File: src/rtl/vga_pkg.sv
// Shared 640x480 VGA constants, pattern enum and bar colour helpers.
// Imported by vga_pattern_gen and vga_box_mover.
package vga_pkg;

  localparam int H_ACTIVE     = 640;
  localparam int H_FRONT      = 16;
  localparam int H_SYNC_WIDTH = 96;
  localparam int H_BACK       = 48;
  localparam int H_TOTAL      = 800;
  localparam int H_SYNC_START = H_ACTIVE + H_FRONT;

  localparam int V_ACTIVE     = 480;
  localparam int V_FRONT      = 10;
  localparam int V_SYNC_WIDTH = 2;
  localparam int V_BACK       = 33;
  localparam int V_TOTAL      = 525;
  localparam int V_SYNC_START = V_ACTIVE + V_FRONT;

  typedef enum logic [1:0] {
    BARS    = 2'd0,
    CHECKER = 2'd1,
    BOX     = 2'd2,
    GREY    = 2'd3
  } pattern_t;

  typedef logic [2:0] bar_idx_t;

  // Returns {r,g,b} on/off bits for each bar, white on the left to black on the right.
  function automatic logic [2:0] bar_rgb(input bar_idx_t idx);
    case (idx)
      3'd0:    bar_rgb = 3'b111;
      3'd1:    bar_rgb = 3'b110;
      3'd2:    bar_rgb = 3'b011;
      3'd3:    bar_rgb = 3'b010;
      3'd4:    bar_rgb = 3'b101;
      3'd5:    bar_rgb = 3'b100;
      3'd6:    bar_rgb = 3'b001;
      default: bar_rgb = 3'b000;
    endcase
  endfunction

  function automatic pattern_t next_pattern(input pattern_t p);
    next_pattern = pattern_t'(p + 2'd1);
  endfunction

endpackage

File: src/rtl/vga_box_mover.sv
// Bouncing box position: moves 1 px diagonally per frame tick and reverses
// direction on the tick that lands on an edge, so it never overshoots.
module vga_box_mover
  import vga_pkg::*;
#(
  parameter int H_LIMIT = 608,
  parameter int V_LIMIT = 448
) (
  input  logic       clk_in,
  input  logic       rst_n,
  input  logic       frame_tick,
  output logic [9:0] bx,
  output logic [9:0] by
);

  localparam logic [9:0] H_LIM = 10'(H_LIMIT);
  localparam logic [9:0] V_LIM = 10'(V_LIMIT);

  logic       x_fwd, y_fwd;
  logic [9:0] bx_next, by_next;

  assign bx_next = x_fwd ? bx + 10'd1 : bx - 10'd1;
  assign by_next = y_fwd ? by + 10'd1 : by - 10'd1;

  always_ff @(posedge clk_in or negedge rst_n) begin
    if (!rst_n) begin
      bx    <= '0;
      by    <= '0;
      x_fwd <= 1'b1;
      y_fwd <= 1'b1;
    end else if (frame_tick) begin
      bx <= bx_next;
      by <= by_next;
      if (x_fwd && bx_next == H_LIM)      x_fwd <= 1'b0;
      else if (!x_fwd && bx_next == '0)   x_fwd <= 1'b1;
      if (y_fwd && by_next == V_LIM)      y_fwd <= 1'b0;
      else if (!y_fwd && by_next == '0)   y_fwd <= 1'b1;
    end
  end

endmodule

File: src/rtl/vga_pattern_gen.sv
// Two-stage VGA test-pattern generator (bars, checker, bouncing box, grey ramp).
// Define VGA_PAT_AUTO_EN to auto-advance the pattern every FRAMES_PER_PATTERN frames.
module vga_pattern_gen
  import vga_pkg::*;
#(
  parameter int H_DISPLAY          = 640,
  parameter int V_DISPLAY          = 480,
  parameter int COLOR_W            = 4,
  parameter int BOX_SIZE           = 32,
  parameter int FRAMES_PER_PATTERN = 120
) (
  input  logic               clk_in,
  input  logic               rst_n,
  input  logic [9:0]         h_count,
  input  logic [9:0]         v_count,
  input  logic               hsync_in,
  input  logic               vsync_in,
  input  logic               de_in,
  input  logic               next_pat,
  output logic [COLOR_W-1:0] red,
  output logic [COLOR_W-1:0] green,
  output logic [COLOR_W-1:0] blue,
  output logic               hsync,
  output logic               vsync,
  output logic [1:0]         pattern_id
);

  localparam int BAR_W = H_DISPLAY / 8;

  logic               frame_tick;
  pattern_t           pat_q, pat_d;
  logic               pend_q, pend_d, advance, auto_hit;
  logic [7:0]         frame_cnt;
  logic [9:0]         bx, by;
  logic               in_box;
  bar_idx_t           bar_idx;
  logic [2:0]         bar_bits;
  logic [COLOR_W-1:0] col_r, col_g, col_b;
  logic [COLOR_W-1:0] r_d1, g_d1, b_d1;
  logic               de_d1, hs_d1, vs_d1;

  assign frame_tick = (h_count == 10'd0) && (v_count == 10'(V_DISPLAY));
  assign pattern_id = pat_q;

`ifdef VGA_PAT_AUTO_EN
  localparam int CNT_W = $clog2(FRAMES_PER_PATTERN + 1);
  logic [CNT_W-1:0] auto_cnt;

  assign auto_hit = (auto_cnt == CNT_W'(1));

  // Any advance, manual or automatic, gives the new pattern a full dwell time.
  always_ff @(posedge clk_in or negedge rst_n) begin
    if (!rst_n)               auto_cnt <= CNT_W'(FRAMES_PER_PATTERN);
    else if (frame_tick) begin
      if (advance)            auto_cnt <= CNT_W'(FRAMES_PER_PATTERN);
      else                    auto_cnt <= auto_cnt - 1'b1;
    end
  end
`else
  assign auto_hit = 1'b0;
`endif

  always_ff @(posedge clk_in or negedge rst_n) begin
    if (!rst_n) begin
      pat_q  <= BARS;
      pend_q <= 1'b0;
    end else begin
      pat_q  <= pat_d;
      pend_q <= pend_d;
    end
  end

  // Requests are latched until the next frame tick so changes land in blanking.
  always_comb begin
    pat_d   = pat_q;
    pend_d  = pend_q;
    advance = 1'b0;
    if (frame_tick) begin
      advance = pend_q | next_pat | auto_hit;
      pend_d  = 1'b0;
    end else if (next_pat) begin
      pend_d = 1'b1;
    end
    if (advance) pat_d = next_pattern(pat_q);
  end

  always_ff @(posedge clk_in or negedge rst_n) begin
    if (!rst_n)          frame_cnt <= '0;
    else if (frame_tick) frame_cnt <= frame_cnt + 8'd1;
  end

  vga_box_mover #(
    .H_LIMIT (H_DISPLAY - BOX_SIZE),
    .V_LIMIT (V_DISPLAY - BOX_SIZE)
  ) u_box (
    .clk_in     (clk_in),
    .rst_n      (rst_n),
    .frame_tick (frame_tick),
    .bx         (bx),
    .by         (by)
  );

  assign in_box = ({1'b0, h_count} >= {1'b0, bx}) &&
                  ({1'b0, h_count} <  {1'b0, bx} + 11'(BOX_SIZE)) &&
                  ({1'b0, v_count} >= {1'b0, by}) &&
                  ({1'b0, v_count} <  {1'b0, by} + 11'(BOX_SIZE));

  // Bar index from a descending comparator chain rather than a divide.
  always_comb begin
    bar_idx = 3'd7;
    for (int i = 7; i >= 1; i--) begin
      if (h_count < 10'(i * BAR_W)) bar_idx = bar_idx_t'(i - 1);
    end
    bar_bits = bar_rgb(bar_idx);
    col_r    = '0;
    col_g    = '0;
    col_b    = '0;
    case (pat_q)
      BARS: begin
        col_r = {COLOR_W{bar_bits[2]}};
        col_g = {COLOR_W{bar_bits[1]}};
        col_b = {COLOR_W{bar_bits[0]}};
      end
      CHECKER: begin
        col_r = {COLOR_W{h_count[5] ^ v_count[5]}};
        col_g = {COLOR_W{h_count[5] ^ v_count[5]}};
        col_b = {COLOR_W{h_count[5] ^ v_count[5]}};
      end
      BOX: begin
        col_r = {COLOR_W{in_box}};
        col_g = {COLOR_W{in_box}};
        col_b = '1;
      end
      GREY: begin
        col_r = frame_cnt[7 -: COLOR_W];
        col_g = frame_cnt[7 -: COLOR_W];
        col_b = frame_cnt[7 -: COLOR_W];
      end
      default: ;
    endcase
  end

  always_ff @(posedge clk_in or negedge rst_n) begin
    if (!rst_n) begin
      r_d1  <= '0;
      g_d1  <= '0;
      b_d1  <= '0;
      de_d1 <= 1'b0;
      hs_d1 <= 1'b1;
      vs_d1 <= 1'b1;
    end else begin
      r_d1  <= col_r;
      g_d1  <= col_g;
      b_d1  <= col_b;
      de_d1 <= de_in;
      hs_d1 <= hsync_in;
      vs_d1 <= vsync_in;
    end
  end

  always_ff @(posedge clk_in or negedge rst_n) begin
    if (!rst_n) begin
      red   <= '0;
      green <= '0;
      blue  <= '0;
      hsync <= 1'b1;
      vsync <= 1'b1;
    end else begin
      red   <= de_d1 ? r_d1 : '0;
      green <= de_d1 ? g_d1 : '0;
      blue  <= de_d1 ? b_d1 : '0;
      hsync <= hs_d1;
      vsync <= vs_d1;
    end
  end

endmodule

File: config.mk
export PLATFORM = sky130hd
export DESIGN_NAME = vga_pattern_gen
export DESIGN_NICKNAME = d
export VERILOG_FILES = /design/src/rtl/vga_pkg.sv /design/src/rtl/vga_box_mover.sv /design/src/rtl/vga_pattern_gen.sv
export SDC_FILE = /design/constraint.sdc
export NUM_CORES = 1
export LEC_CHECK = 0
export ABC_AREA = 1
export ABC_CLOCK_PERIOD_IN_PS = 2250
export BUFFER_PORTS_ARGS = -buffer_cell sky130_fd_sc_hd__buf_2
export CAP_MARGIN = 10
export CORE_AREA = 2 2 102 124
export DETAILED_ROUTE_END_ITERATION = 10
export DIE_AREA = 0 0 104 126
export MAX_ROUTING_LAYER = met4
export SLEW_MARGIN = 25
export SYNTH_ARGS = -nofsm -noshare
export SYNTH_HDL_FRONTEND = slang
export SYNTH_SLANG_ARGS = --single-unit
File: constraint.sdc
create_clock -name clk_in -period 2.25 [get_ports clk_in]
set_input_delay 0.225 -clock clk_in [delete_from_list [all_inputs] [get_ports clk_in]]
set_output_delay 0.225 -clock clk_in [all_outputs]
set_load 0.05 [all_outputs]
# After elaboration in Yosys (flattened, before gate mapping)
# Cells that the tools add are included.
# totals
ff_bits	62
input_bits	26
out_inout_bits	16
# op_classes
n_mux	23
n_bitwise	2
n_eq_ne	12
reduce_logical	20
n_addsub	8
magnitude_cmp	11
# ops
operator	n
$pmux W4 S4	3
$logic_not A10 Y1	3
$lt A10 B9 Y1 const B	3
$add A10 B6 Y11 const B	2
$lt A10 B11 Y1	2
$pmux W3 S7	1
$add A10 B1 Y10 const B	2
$eq A10 B9 Y1 const B	2
$ge A10 B10 Y1	2
$lt A10 B8 Y1 const B	2
$mux W10	2
$sub A10 B1 Y10 const B	2
$mux W3	4
$mux W4	3
$eq A10 B10 Y1 const B	1
$lt A10 B10 Y1 const B	1
$lt A10 B7 Y1 const B	1
$eq A3 B3 Y1 const B	3
$add A8 B1 Y8 const B	1
$logic_and A1 B1 Y1	8
$mux W1	8
$eq A3 B2 Y1 const B	2
$reduce_bool A2 Y1	3
$eq A2 B2 Y1 const B	2
10 further kinds	13

# Longest topological paths before layout
# depth
depth_word	11
depth_mapped	14
mapped_depth_nobuf	14

# Hierarchy
# From an unflattened synthesis, not the netlist that was laid out.
# hier_totals
cells_unflattened	651
area_unflattened_um2	4729.5
# by_module_without_submodules
module	n_inst	area_per_inst_um2	cells_each	seq_area_each_um2
vga_pattern_gen	1	2825.2	362	1006.0
vga_box_mover	1	1904.3	289	553.0

# Worst setup path after synthesis
# No wires, ideal clock.
# synth_path
path_kind	flip-flop to flip-flop
start	register u_box.bx[5]
end	register g_d1[0]
path_slack_ps	329
synth_period_minus_slack_ps	1921
setup_time_ps	66
required_ps	2184
arrival_time_ps	1855
n_path_buf	0
stages_incl_launch_ff	13
cell_sequence	dfrtp_1 -> ha_1 -> nand3_1 -> xor2_1 -> ha_1 -> a21o_1 -> a21boi_0 -> nand2_1 -> nor2_1 -> nand3_2 -> nand2_1 -> nand2_1 -> nand2_1
# synth_via
elab_chain_len	6
# synth_lines
item	line	source
from (decl)	vga_box_mover.sv:12	output logic [9:0] bx,
from (signal assigned)	vga_box_mover.sv:32	bx <= bx_next;
$add A10 B6 Y11	vga_pattern_gen.sv:104	({1'b0, h_count} < {1'b0, bx} + 11'(BOX_SIZE)) &&
$lt A10 B11 Y1	vga_pattern_gen.sv:104	
$logic_and A1 B1 Y1 (*)	vga_pattern_gen.sv:103	assign in_box = ({1'b0, h_count} >= {1'b0, bx}) &&
$logic_and A1 B1 Y1 (*)	vga_pattern_gen.sv:104	
$logic_and A1 B1 Y1 (*)	vga_pattern_gen.sv:105	({1'b0, v_count} >= {1'b0, by}) &&
$pmux W4 S4 (*)	vga_pattern_gen.sv:118	case (pat_q)
named net col_g[0]	vga_pattern_gen.sv:38	logic [COLOR_W-1:0] col_r, col_g, col_b;
to (signal assigned)	vga_pattern_gen.sv:153	g_d1 <= col_g;
to (decl)	vga_pattern_gen.sv:39	logic [COLOR_W-1:0] r_d1, g_d1, b_d1;
# Mark *: on every way through the listed nets, which the timed path passes. The rest lies on a longest branch.
# A chain may end at the register's enable or synchronous reset.

# Worst setup path after layout
# layout_path
start	register u_box.x_fwd
end	register u_box.x_fwd
# layout_via
elab_chain_len	5
# layout_lines
item	line	source
from (decl)	vga_box_mover.sv:19	logic x_fwd, y_fwd;
from (signal assigned)	vga_box_mover.sv:29	x_fwd <= 1'b1;
from (signal assigned)	vga_box_mover.sv:34	if (x_fwd && bx_next == H_LIM) x_fwd <= 1'b0;
from (signal assigned)	vga_box_mover.sv:35	else if (!x_fwd && bx_next == '0) x_fwd <= 1'b1;
$mux W10	vga_box_mover.sv:22	assign bx_next = x_fwd ? bx + 10'd1 : bx - 10'd1;
$eq A10 B10 Y1 or $logic_not A10 Y1 (tied branches)	vga_box_mover.sv:34, vga_box_mover.sv:35	
$logic_and A1 B1 Y1 (on tied branches)	vga_box_mover.sv:34, vga_box_mover.sv:35	
$reduce_bool A2 Y1 (no line)	n/a	
$reduce_and A2 Y1 (no line)	n/a	
# Parallel ways exist; a longest one is shown, timed or not.

==> out/qor.yml <==
coreArea_um2: 11890
root_buffer: "clkbuf_16"
switching_share: 0.2509
rows: 44
yosysUniqueCellTypes: 37
drc_errors: 0
setup_viol: 0
synth_fp_nets: 723
clock-sinks: 62
synth-seq-cells: 62
worst_path_largest_cell_delay_ns: 0.61
cts_tree: "done"
hold_violations: 0
status: "complete, no violations"
wire_per_inst_um: 12.12
layout_min_cycle_time_ns: 2.184
yosysWarnings: 0
r2r_start: "u_box.x_fwd"
layout_commonest_cell: "nand2_1"
areaGrowthSynthToFinish_pct: 19.26
drv_cap: 0
min_from: "next_pat"
critPathMaxFanout: 5
gp_congestion: 0.9274
cp_slowest_cell: "dfstp_2"
path_clk_slew_ns: 0.05
overflow: 0
max-slew-margin-rel: 0.6214
end_kind: "flop"
slew_viol_final: 0
diodes: 0
p_leak_uw: 0.002975
clk-insertion-delay-late_ns: 0.33
hp-class: "input pin to flop"
r2r_slack_ns: 0.07
port_buffers: 41
grt_max_degree: 42
peakVddDrop_mv: 0.2565
max_freq_mhz: 457.9
hold_end: "pend_q"
cts_max_level: 3
hpwlAfterDp_um: 8398
start_kind: "flop"
p_int_uw: 2230
crit_path_cell_trace: "clkinvlp_4 -> ha_1 -> nand2_1 -> nand2_1 -> inv_1 -> nand2_1 -> nand2_1 -> nand3_1 -> nand2_1 -> nand2_1 -> inv_1 -> nand3_1 -> nor2_1 -> a21oi_1"
p_switching_uw: 746.9
fp.dieH_um: 126
post-route-period-util: 0.9707
fin_area_um2: 5562
clock_tree.buffer_depth: 2
rr_worst_depth: 14
ys.flop_type: "dfrtp_1"
vias: 4154
grt_pass1_vias: 4077
drive_gt1_frac: 0.1473
finalClockSkew_ns: 0.005798
fin_hold_ws_ns: 0.1482
io_pins: 42
synth.cell_area_um2: 4663
synthArstFlopShare: 1.000
die_area_um2: 13100
antenna_found_initial: 0
synth_edf_count: 0
cpMostUsedCell: "nand2_1"
ant_nets: 0
synthCells: 640
ys_seq_area_frac: 0.3343
crit_arrival_ns: 2.45
crit_required_ns: 2.51
worst_slew_pin_slew_ns: 0.5678
mostFrequentLayoutCells: "nand2_1 (189), inv_1 (101), nor2_1 (56)"
grtUsageTotal: 0.1761
combPwrFrac: 0.098
power_density_nw_per_um2: 535.3
synth.avg_cell_area_um2: 7.286
cts_inserted_buffers: 9
power_uw: 2977
fin_nets: 784
grt_pass1_wl_um: 18160
drt_iter0_drc: 183
worstHoldPathCells: 3
fp.dieW_um: 104
crit_type: "flop to flop"
r2r_end: "u_box.x_fwd"
start_util: 0.3922
clkPwrFrac: 0.512
vias_per_cell: 4.791
rsz0062_at_grt: "yes"
seq_power_share: 0.391
drt_wl_total_um: 10510
dr.pass1.iters: 5
placed_area_um2: 5104
-- layout make-up --
type                            instances  area (um^2)
Clock buffer                            9        225.2
Sequential cell                        62         1560
Timing Repair inverter                  2        15.01
Clock inverter                          7        105.1
Fill cell                            1188         6330
Multi-Input combinational cell        469         2743
Tap cell                              161        201.4
Inverter                              105        401.6
Timing Repair Buffer                   52        310.3
-- metrics by stage --
stage               TNS, ns    util  cells  setup WS (ns)
floorplan                 0       -    640         0.3291
global placement          0  0.4292    844         0.1321
detailed placement        0  0.4292    844        0.09223
CTS                       0  0.4603    864        0.07321
global route        -0.6815  0.4677    867        -0.1255
finish                    0  0.4677    867        0.06589
-- state kept, by name, indices dropped and copies added, names as in the netlist, 2 cells and up --
register    cells
green           4
frame_cnt       8
pattern_id      2
b_d1            4
g_d1            4
u_box.by       10
blue            4
u_box.bx       10
r_d1            4
red             4
-- layer usage --
layer / up-vias / share of wire / global-route usage
li1: 2162 / - / -
met1: 1899 / 0.42 / 0.1978
met2: 83 / 0.52 / 0.3080
met3: 10 / 0.044 / 0.03778
met4: 0 / 0.016 / 0.06439
met5: - / 0 / -
-- synth_stat cells (all sizes together), types with 3 or more instances --
| cell | instances | area, um^2 |
|---|---|---|
| nand2 | 190 | 715.7 |
| inv | 104 | 390.4 |
| nor2 | 64 | 265.3 |
| dfrtp | 56 | 1401 |
| ha | 55 | 688.2 |
| nand3 | 47 | 267.8 |
| a21oi | 35 | 175.2 |
| o21ai | 20 | 100.1 |
| nand4 | 11 | 68.82 |
| xor2 | 10 | 87.58 |
| xnor2 | 9 | 78.83 |
| dfstp | 6 | 157.7 |
| nand3b | 4 | 30.03 |
| nor3 | 4 | 30.03 |
| a21o | 3 | 22.52 |
| and2 | 3 | 18.77 |
| o21a | 3 | 22.52 |
-- worst max-delay path, delay by kind of cell, from the launching register on --
| family | cells | cell delay, ns |
|---|---|---|
| simple gates | 9 | 0.67 |
| flops | 1 | 0.61 |
| fa+ha+maj | 1 | 0.39 |
| buf+inv | 3 | 0.33 |
| compound gates | 1 | 0.11 |
-- worst max path at each step --
stage,start,to,cells past startpoint
2_1_floorplan,u_box.bx[5],g_d1[0],12
3_3_place_gp,u_box.bx[5],g_d1[3],12
3_5_place_dp,u_box.x_fwd,u_box.x_fwd,14
4_1_cts,u_box.x_fwd,u_box.x_fwd,13
5_1_grt,u_box.y_fwd,u_box.y_fwd,11
6_report,u_box.x_fwd,u_box.x_fwd,14
-- logic make-up (layout without fill, tap and decap cells) --
logic type,Yosys count,count (layout),synth area share
AOI/OAI and AO/OA,66,66,0.07674
buffers and inverters,109,175,0.08961
DFF,62,62,0.3343
adders and majority gates,57,57,0.1562
xor gates and xnor gates,19,19,0.03569
and+or+nand+nor,327,327,0.3075
-- repair_timing --
| action | in CTS | in global routing |
|---|---|---|
| hold endpoints to repair | 23 | 0 |
| endpoints found under the setup margin | 0 | 13 |
| setup buffers | 0 | 1 |
| resized for setup | 0 | 18 |
| hold buffers | 4 | 0 |
-- power groups by stage --
stage	Clock, uW	Combinational, uW	Sequential (uW)
2_1_floorplan	0	115	1240
3_3_place_gp	0	282	1180
4_1_cts	1560	294	1160
6_report	1520	290	1160
5_1_grt	1610	328	1170
3_5_place_dp	0	287	1180
(Power assumes the default switching activity.)
